==> src/rtl/cpu_types_pkg.sv <==
// -----------------------------------------------------------------------------
// cpu_types_pkg
// Purpose : basic machine-word types shared across the CPU datapath.
// Contents: word_t (32-bit bus type), WORD_W.
// -----------------------------------------------------------------------------
package cpu_types_pkg;

    localparam int WORD_W = 32;

    typedef logic [WORD_W-1:0] word_t;

endpackage : cpu_types_pkg

==> src/rtl/dp_types_pkg.sv <==
// -----------------------------------------------------------------------------
// dp_types_pkg
// Purpose : datapath-level types for the memory arbiter.
// Contents: grant_t arbiter state encoding (also driven out on the grant debug
//           port), default starvation/timeout constants.
// -----------------------------------------------------------------------------
package dp_types_pkg;

    typedef enum logic [1:0] {
        IDLE  = 2'd0,
        GNT_I = 2'd1,
        GNT_D = 2'd2
    } grant_t;

    // Consecutive data grants tolerated while an instruction fetch waits.
    localparam int STARVE_MAX_DEF = 3;
    // Cycles a grant may sit without ram_ready before it is aborted (0 = off).
    localparam int TIMEOUT_DEF    = 64;
    // Timeout counter width; must be able to hold TIMEOUT_DEF.
    localparam int TCNT_W_DEF     = 7;

endpackage : dp_types_pkg

==> src/rtl/arb_timer.sv <==
// -----------------------------------------------------------------------------
// arb_timer
// Purpose : wait-state counter for the memory arbiter. Counts grant cycles
//           that end without ram_ready and flags the cycle in which the
//           budget runs out.
// Ports   : CLK, nRST     clock / async active-low reset
//           clr           hold the counter at zero (arbiter idle)
//           en            one more wait cycle is being spent this cycle
//           expire        this wait cycle is the last one allowed
// -----------------------------------------------------------------------------
module arb_timer #(
    parameter int TIMEOUT = 64,
    parameter int TCNT_W  = 7
) (
    input  logic CLK,
    input  logic nRST,
    input  logic clr,
    input  logic en,
    output logic expire
);

    localparam logic [TCNT_W-1:0] LAST = TCNT_W'(TIMEOUT - 1);

    logic [TCNT_W-1:0] tcnt;

    always_ff @(posedge CLK or negedge nRST) begin
        if (!nRST) begin
            tcnt <= '0;
        end else if (clr) begin
            tcnt <= '0;
        end else if (en) begin
            tcnt <= tcnt + TCNT_W'(1);
        end
    end

    // TIMEOUT of zero disables the abort entirely; the counter may then wrap
    // harmlessly because nothing looks at it.
    assign expire = (TIMEOUT != 0) && en && (tcnt == LAST);

endmodule : arb_timer

==> src/rtl/mem_arbiter.sv <==
// -----------------------------------------------------------------------------
// mem_arbiter
// Purpose : shares one single-ported RAM between instruction fetch and the
//           load/store path. Data wins by default; a streak counter forces an
//           instruction grant after STARVE_MAX back-to-back data grants while
//           a fetch is pending. A stalled grant is aborted after TIMEOUT wait
//           cycles and latches the sticky err flag.
// Ports   : CLK, nRST                    clock / async active-low reset
//           iREN, iaddr                  instruction read request
//           dREN, dWEN, daddr, dstore    data read/write request
//           iwait, dwait                 request still outstanding
//           iload, dload                 read data, valid in the ready cycle
//           ram_REN, ram_WEN, ram_addr,
//           ram_store, ram_load,
//           ram_ready                    RAM side
//           err                          sticky timeout flag
//           grant                        current FSM state (grant_t encoding)
//
// Handshake: a requester raises its REN/WEN with address/data and holds all of
// them stable while its wait output is 1. The access completes in the cycle
// where wait drops to 0 (read data valid in that same cycle); the requester
// may then drop or change the request on the next edge. Dropping a request
// while wait=1 withdraws it.
// -----------------------------------------------------------------------------
module mem_arbiter
    import cpu_types_pkg::*;
    import dp_types_pkg::*;
#(
    parameter int STARVE_MAX = STARVE_MAX_DEF,
    parameter int TIMEOUT    = TIMEOUT_DEF,
    parameter int TCNT_W     = TCNT_W_DEF
) (
    input  logic       CLK,
    input  logic       nRST,
    input  logic       iREN,
    input  word_t      iaddr,
    input  logic       dREN,
    input  logic       dWEN,
    input  word_t      daddr,
    input  word_t      dstore,
    output logic       iwait,
    output logic       dwait,
    output word_t      iload,
    output word_t      dload,
    output logic       ram_REN,
    output logic       ram_WEN,
    output word_t      ram_addr,
    output word_t      ram_store,
    input  word_t      ram_load,
    input  logic       ram_ready,
    output logic       err,
    output logic [1:0] grant
);

    // One spare bit so the width stays legal even for STARVE_MAX of 0 or 1.
    localparam int SW = $clog2(STARVE_MAX + 2);
    localparam logic [SW-1:0] STREAK_MAX = SW'(STARVE_MAX);

    grant_t        state;
    grant_t        next_state;
    logic [SW-1:0] d_streak;

    logic d_req;
    logic req_live;
    logic timer_clr;
    logic timer_en;
    logic expire;

    assign d_req = dREN | dWEN;

    // The granted requester is still asking for the port.
    assign req_live = ((state == GNT_I) && iREN) || ((state == GNT_D) && d_req);

    // Wait cycles only count while the owner is still present; a withdrawn
    // request leaves through the withdrawal path, not the timeout.
    assign timer_clr = (state == IDLE);
    assign timer_en  = req_live && !ram_ready;

    arb_timer #(
        .TIMEOUT (TIMEOUT),
        .TCNT_W  (TCNT_W)
    ) u_timer (
        .CLK    (CLK),
        .nRST   (nRST),
        .clr    (timer_clr),
        .en     (timer_en),
        .expire (expire)
    );

    // ---------------------------------------------------------------- state
    always_ff @(posedge CLK or negedge nRST) begin
        if (!nRST) begin
            state <= IDLE;
        end else begin
            state <= next_state;
        end
    end

    // Streak and sticky error live beside the state register. A withdrawn or
    // timed-out access leaves the streak alone.
    always_ff @(posedge CLK or negedge nRST) begin
        if (!nRST) begin
            d_streak <= '0;
            err      <= 1'b0;
        end else begin
            if ((state == GNT_D) && ram_ready) begin
                if (!iREN) begin
                    d_streak <= '0;
                end else if (d_streak != STREAK_MAX) begin
                    d_streak <= d_streak + SW'(1);
                end
            end else if ((state == GNT_I) && ram_ready) begin
                d_streak <= '0;
            end

            if (expire) begin
                err <= 1'b1;
            end
        end
    end

    // ----------------------------------------------------------- next state
    always_comb begin
        next_state = state;
        unique case (state)
            IDLE: begin
                if (d_req && !(iREN && (d_streak == STREAK_MAX))) begin
                    next_state = GNT_D;
                end else if (iREN) begin
                    next_state = GNT_I;
                end
            end
            GNT_I: begin
                if (ram_ready || !iREN || expire) begin
                    next_state = IDLE;
                end
            end
            GNT_D: begin
                if (ram_ready || !d_req || expire) begin
                    next_state = IDLE;
                end
            end
            default: next_state = IDLE;
        endcase
    end

    // -------------------------------------------------------------- outputs
    // Strobes follow the live request so a withdrawal drops them at once.
    always_comb begin
        ram_REN   = 1'b0;
        ram_WEN   = 1'b0;
        ram_addr  = '0;
        ram_store = '0;
        iload     = '0;
        dload     = '0;
        unique case (state)
            GNT_I: begin
                ram_REN  = iREN;
                ram_addr = iaddr;
                if (ram_ready) begin
                    iload = ram_load;
                end
            end
            GNT_D: begin
                ram_addr = daddr;
                if (dWEN) begin
                    ram_WEN   = 1'b1;
                    ram_store = dstore;
                end else begin
                    ram_REN = dREN;
                end
                if (ram_ready) begin
                    dload = ram_load;
                end
            end
            default: ;
        endcase
    end

    assign iwait = iREN  && !((state == GNT_I) && ram_ready);
    assign dwait = d_req && !((state == GNT_D) && ram_ready);
    assign grant = state;

endmodule : mem_arbiter

==> config.mk <==
export PLATFORM = sky130hd
export DESIGN_NAME = mem_arbiter
export DESIGN_NICKNAME = d
export VERILOG_FILES = /design/src/rtl/cpu_types_pkg.sv /design/src/rtl/dp_types_pkg.sv /design/src/rtl/arb_timer.sv /design/src/rtl/mem_arbiter.sv
export SDC_FILE = /design/constraint.sdc
export NUM_CORES = 1
export LEC_CHECK = 0
export ABC_AREA = 0
export ABC_CLOCK_PERIOD_IN_PS = 2240
export CORE_ASPECT_RATIO = 1.4
export CORE_MARGIN = 10
export CORE_UTILIZATION = 25
export CTS_BUF_LIST = sky130_fd_sc_hd__clkbuf_16
export CTS_CLUSTER_DIAMETER = 200
export DETAILED_ROUTE_END_ITERATION = 10
export PLACE_DENSITY = 0.88
export SLEW_MARGIN = 20
export SYNTH_ARGS = -nofsm -noshare
export SYNTH_HDL_FRONTEND = slang
export SYNTH_SLANG_ARGS = --single-unit
==> constraint.sdc <==
create_clock -name CLK -period 2.24 [get_ports CLK]
set_input_delay 0.672 -clock CLK [delete_from_list [all_inputs] [get_ports CLK]]
set_output_delay 0.672 -clock CLK [all_outputs]
set_load 0.02 [all_outputs]
==> results.toml <==
[place]
portBuffers = 268
dpl_worst_slack_ns = -0.664
postPlaceCellArea_um2 = 4940
gp_congestion = 0.839
place.detailed.hpwl_mm = 10.9

[sta]
skew_ns = 0.00532
finalSetupViolCount = 35
slew_violations = 0
rsz0062_at_grt = "true"
period_needed_ns = 2.39
worst_pin_slew_ns = 0.586
maxSlewHeadroom_pct = 60.8
holdWs_ns = 0.457
hold_viol = 0
timing.final.ws_setup_ns = -0.153
finalCritPeriodShare_pct = 107
max_freq_mhz = 418

[die]
die_h_um = 125
die-area_um2 = 11900
initial_core_util_pct = 25.6
die_w_um = 95.1
rows = 38
core_area_um2 = 7700
pin_count = 269

[power_and_ir_drop]
powerDensity_nw_per_um2 = 950
peakVddDrop_v = 0.000795
switching_share_pct = 46.9
p_comb_share_pct = 87.1
seqPwrFrac_pct = 6.1
p_switching_mw = 2.27
power_mw = 4.83
clkPwrFrac_pct = 6.8
intPower_mw = 2.56
power_leakage_nw = 2.54

[routing]
drc = 0
drtIter0Drc = 107
drt_pre_antenna_iters = 4
wirelength_mm = 14.5
viasPerCell = 5.07
wl_per_cell_um = 22.5
vias = 3273
ant_nets = 0

[global_routing]
grt_pass1_vias = 3336
antenna_found_initial = 5
grt_pass1_wl_mm = 20.7
grt_max_degree = 61
grtUsageTotal_pct = 21.8
grt_overflow = 0

[min_path]
hp-start = "err"
hp-class = "reg2reg"

[outcome]
violations = "setup timing"
status = "finished with violations"

[synth]
syn_area_um2 = 1970
synth_fp_nets = 410
ys_warn_count = 0
avgSynthCellArea_um2 = 7.30
synth_area_leaders = "and3_1, dfrtp_1, a22oi_1"
syn_inst = 270
synth_top_cell_by_area = "and3_1"
yosysUniqueCellTypes = 33
ys_seq_area_share_pct = 16.5
synthDominantCellAreaShare_pct = 30.5
ys_seq_elements = 13

[cts]
insertion_delay_ns = 0.24
cts_buffer_depth = 2
ctsHoldBuffers = 0
clkSinkCount = 13
cts_buffers = 3
tritoncts = "yes"
clk_pin_slew_worst_paths_ns = 0.05
cts_root_buf = "clkbuf_16"
htreeDepth = 1

[cells_and_area]
finalInstanceArea_um2 = 5080
final_layout_size_suffix_gt1_share_pct = 44.8
fill_cells = 668
multi_input_area_um2 = 1760
fin_util_pct = 66.0
nets = 683
syn2layout_area_growth_pct = 158
regArea_um2 = 325

[setup_path]
startpoint = "grant[0]"
rr_startpoint = "grant[0]"
required_ns = 1.57
crit_type = "reg2out"
crit_fanout = 11
worstSetupStartpointType = "flip-flop"
crit_arrival_ns = 1.72
worstSetupEndpointType = "output port"

[flow_run]
drv_cap = 0
## per-stage QoR
| step | TNS [ns] | instances |
|---|---|---|
| final | -0.870 | 645 |
| after CTS | -2.97 | 635 |
| after detailed placement | -55.81 | 627 |
| after global placement | -54.55 | 627 |
| after floorplan | -2.25 | 270 |
| after global routing | -3.45 | 645 |
## cell type report
type | instances | area share (%)
clock buffers | 3 | 1.48
multi-input cells | 218 | 34.7
repair buffers | 301 | 54.3
flip-flops and latches | 13 | 6.40
inverters | 6 | 0.443
diodes | 3 | 0.148
well taps | 100 | 2.46
clock inverters | 1 | 0.0739
## worst paths after layout
path                       slack [ns]         endpoint  depth (start not counted)
max reg2reg                      0.31         grant[1]                          8
min in group asynchronous        0.81  u_timer.tcnt[2]                          1
min                              0.46              err                          1
min reg2reg                      0.46              err                          1
max in group asynchronous        1.05  u_timer.tcnt[4]                          1
max                             -0.15     ram_addr[24]                          6
## state kept, by name, summed over array words and instances (netlist names)
name and cells:
err 1, grant 2, d_streak 3, u_timer.tcnt 7
## layer usage
metal,track usage [%],wire (µm)
met5,0,18
met4,4.24,271
met3,8.62,1550
met2,39.0,7460
met1,23.3,5230
## layout by cell type (no fill, tap or decap), types with 2 or more instances in the layout
| cell | n |
|---|---|
| and3_4 | 3 |
| nor3_1 | 2 |
| a21boi_2 | 2 |
| nand4_1 | 3 |
| a21oi_1 | 2 |
| dfrtp_1 | 13 |
| nand2_1 | 4 |
| clkdlybuf4s50_1 | 132 |
| nand3_1 | 2 |
| nor2b_2 | 30 |
| a2111oi_2 | 3 |
| buf_16 | 2 |
| a21o_1 | 3 |
| ha_4 | 2 |
| ha_1 | 4 |
| buf_4 | 105 |
| a22oi_2 | 28 |
| and3_1 | 93 |
| diode_2 | 3 |
| inv_2 | 2 |
| xnor2_1 | 6 |
| a22oi_1 | 5 |
| nor2b_1 | 2 |
| nand2b_1 | 2 |
| buf_12 | 7 |
| buf_6 | 15 |
| clkbuf_16 | 6 |
| nor2_1 | 8 |
| nand3b_1 | 2 |
| buf_2 | 33 |
| inv_1 | 5 |
## repair_timing
action,in CTS,in global routing
endpoints found under the setup margin,131,115
cloned,3,5
gates resized for setup,479,205
setup buffers,1,2
pin swaps,3,3
## synthesized netlist by cell type
cell type	instances
a32o_1	1
nor3_1	2
buf_1	3
a21oi_2	1
buf_2	2
a211oi_1	1
o21ai_0	1
and2_1	1
nand3b_1	2
and3_1	96
nand3_1	2
a21boi_0	2
a21o_1	3
a2111oi_2	3
o31ai_1	1
nand2_1	4
o21ai_4	1
a21oi_1	2
nand4_1	3
clkbuf_1	28
nor2b_1	32
nand2b_1	2
a2111oi_4	1
inv_1	6
o211ai_1	1
nand2_2	1
mux2i_1	1
xnor2_1	6
o21ai_1	1
dfrtp_1	13
nor2_1	8
a22oi_1	33
ha_1	6
## kinds of logic after synthesis
| group | after synthesis | share of synthesized area (%) |
|---|---|---|
| fa+ha+maj | 6 | 3.81 |
| simple gates | 153 | 46.9 |
| flops | 13 | 16.5 |
| xor+xnor | 6 | 2.66 |
| compound gates | 52 | 22.1 |
| buf+inv | 39 | 7.55 |
| mux | 1 | 0.508 |
## power groups by stage
stage	registers, mW	logic (mW)	clock network, mW
6_report	0.294	4.20	0.329
3_3_place_gp	0.291	3.62	0
2_1_floorplan	0.315	1.94	0
5_1_grt	0.298	4.44	0.343
3_5_place_dp	0.295	3.71	0
4_1_cts	0.291	3.81	0.331
## critical path: stages, from the launching register on
cell and delay, ns:
dfrtp_1 0.39, buf_4 0.16, ha_4 0.22, buf_12 0.17
a22oi_1 0.25, nor2b_1 0.11, buf_2 0.17
No activity file was read; power rests on OpenSTA's default activity.
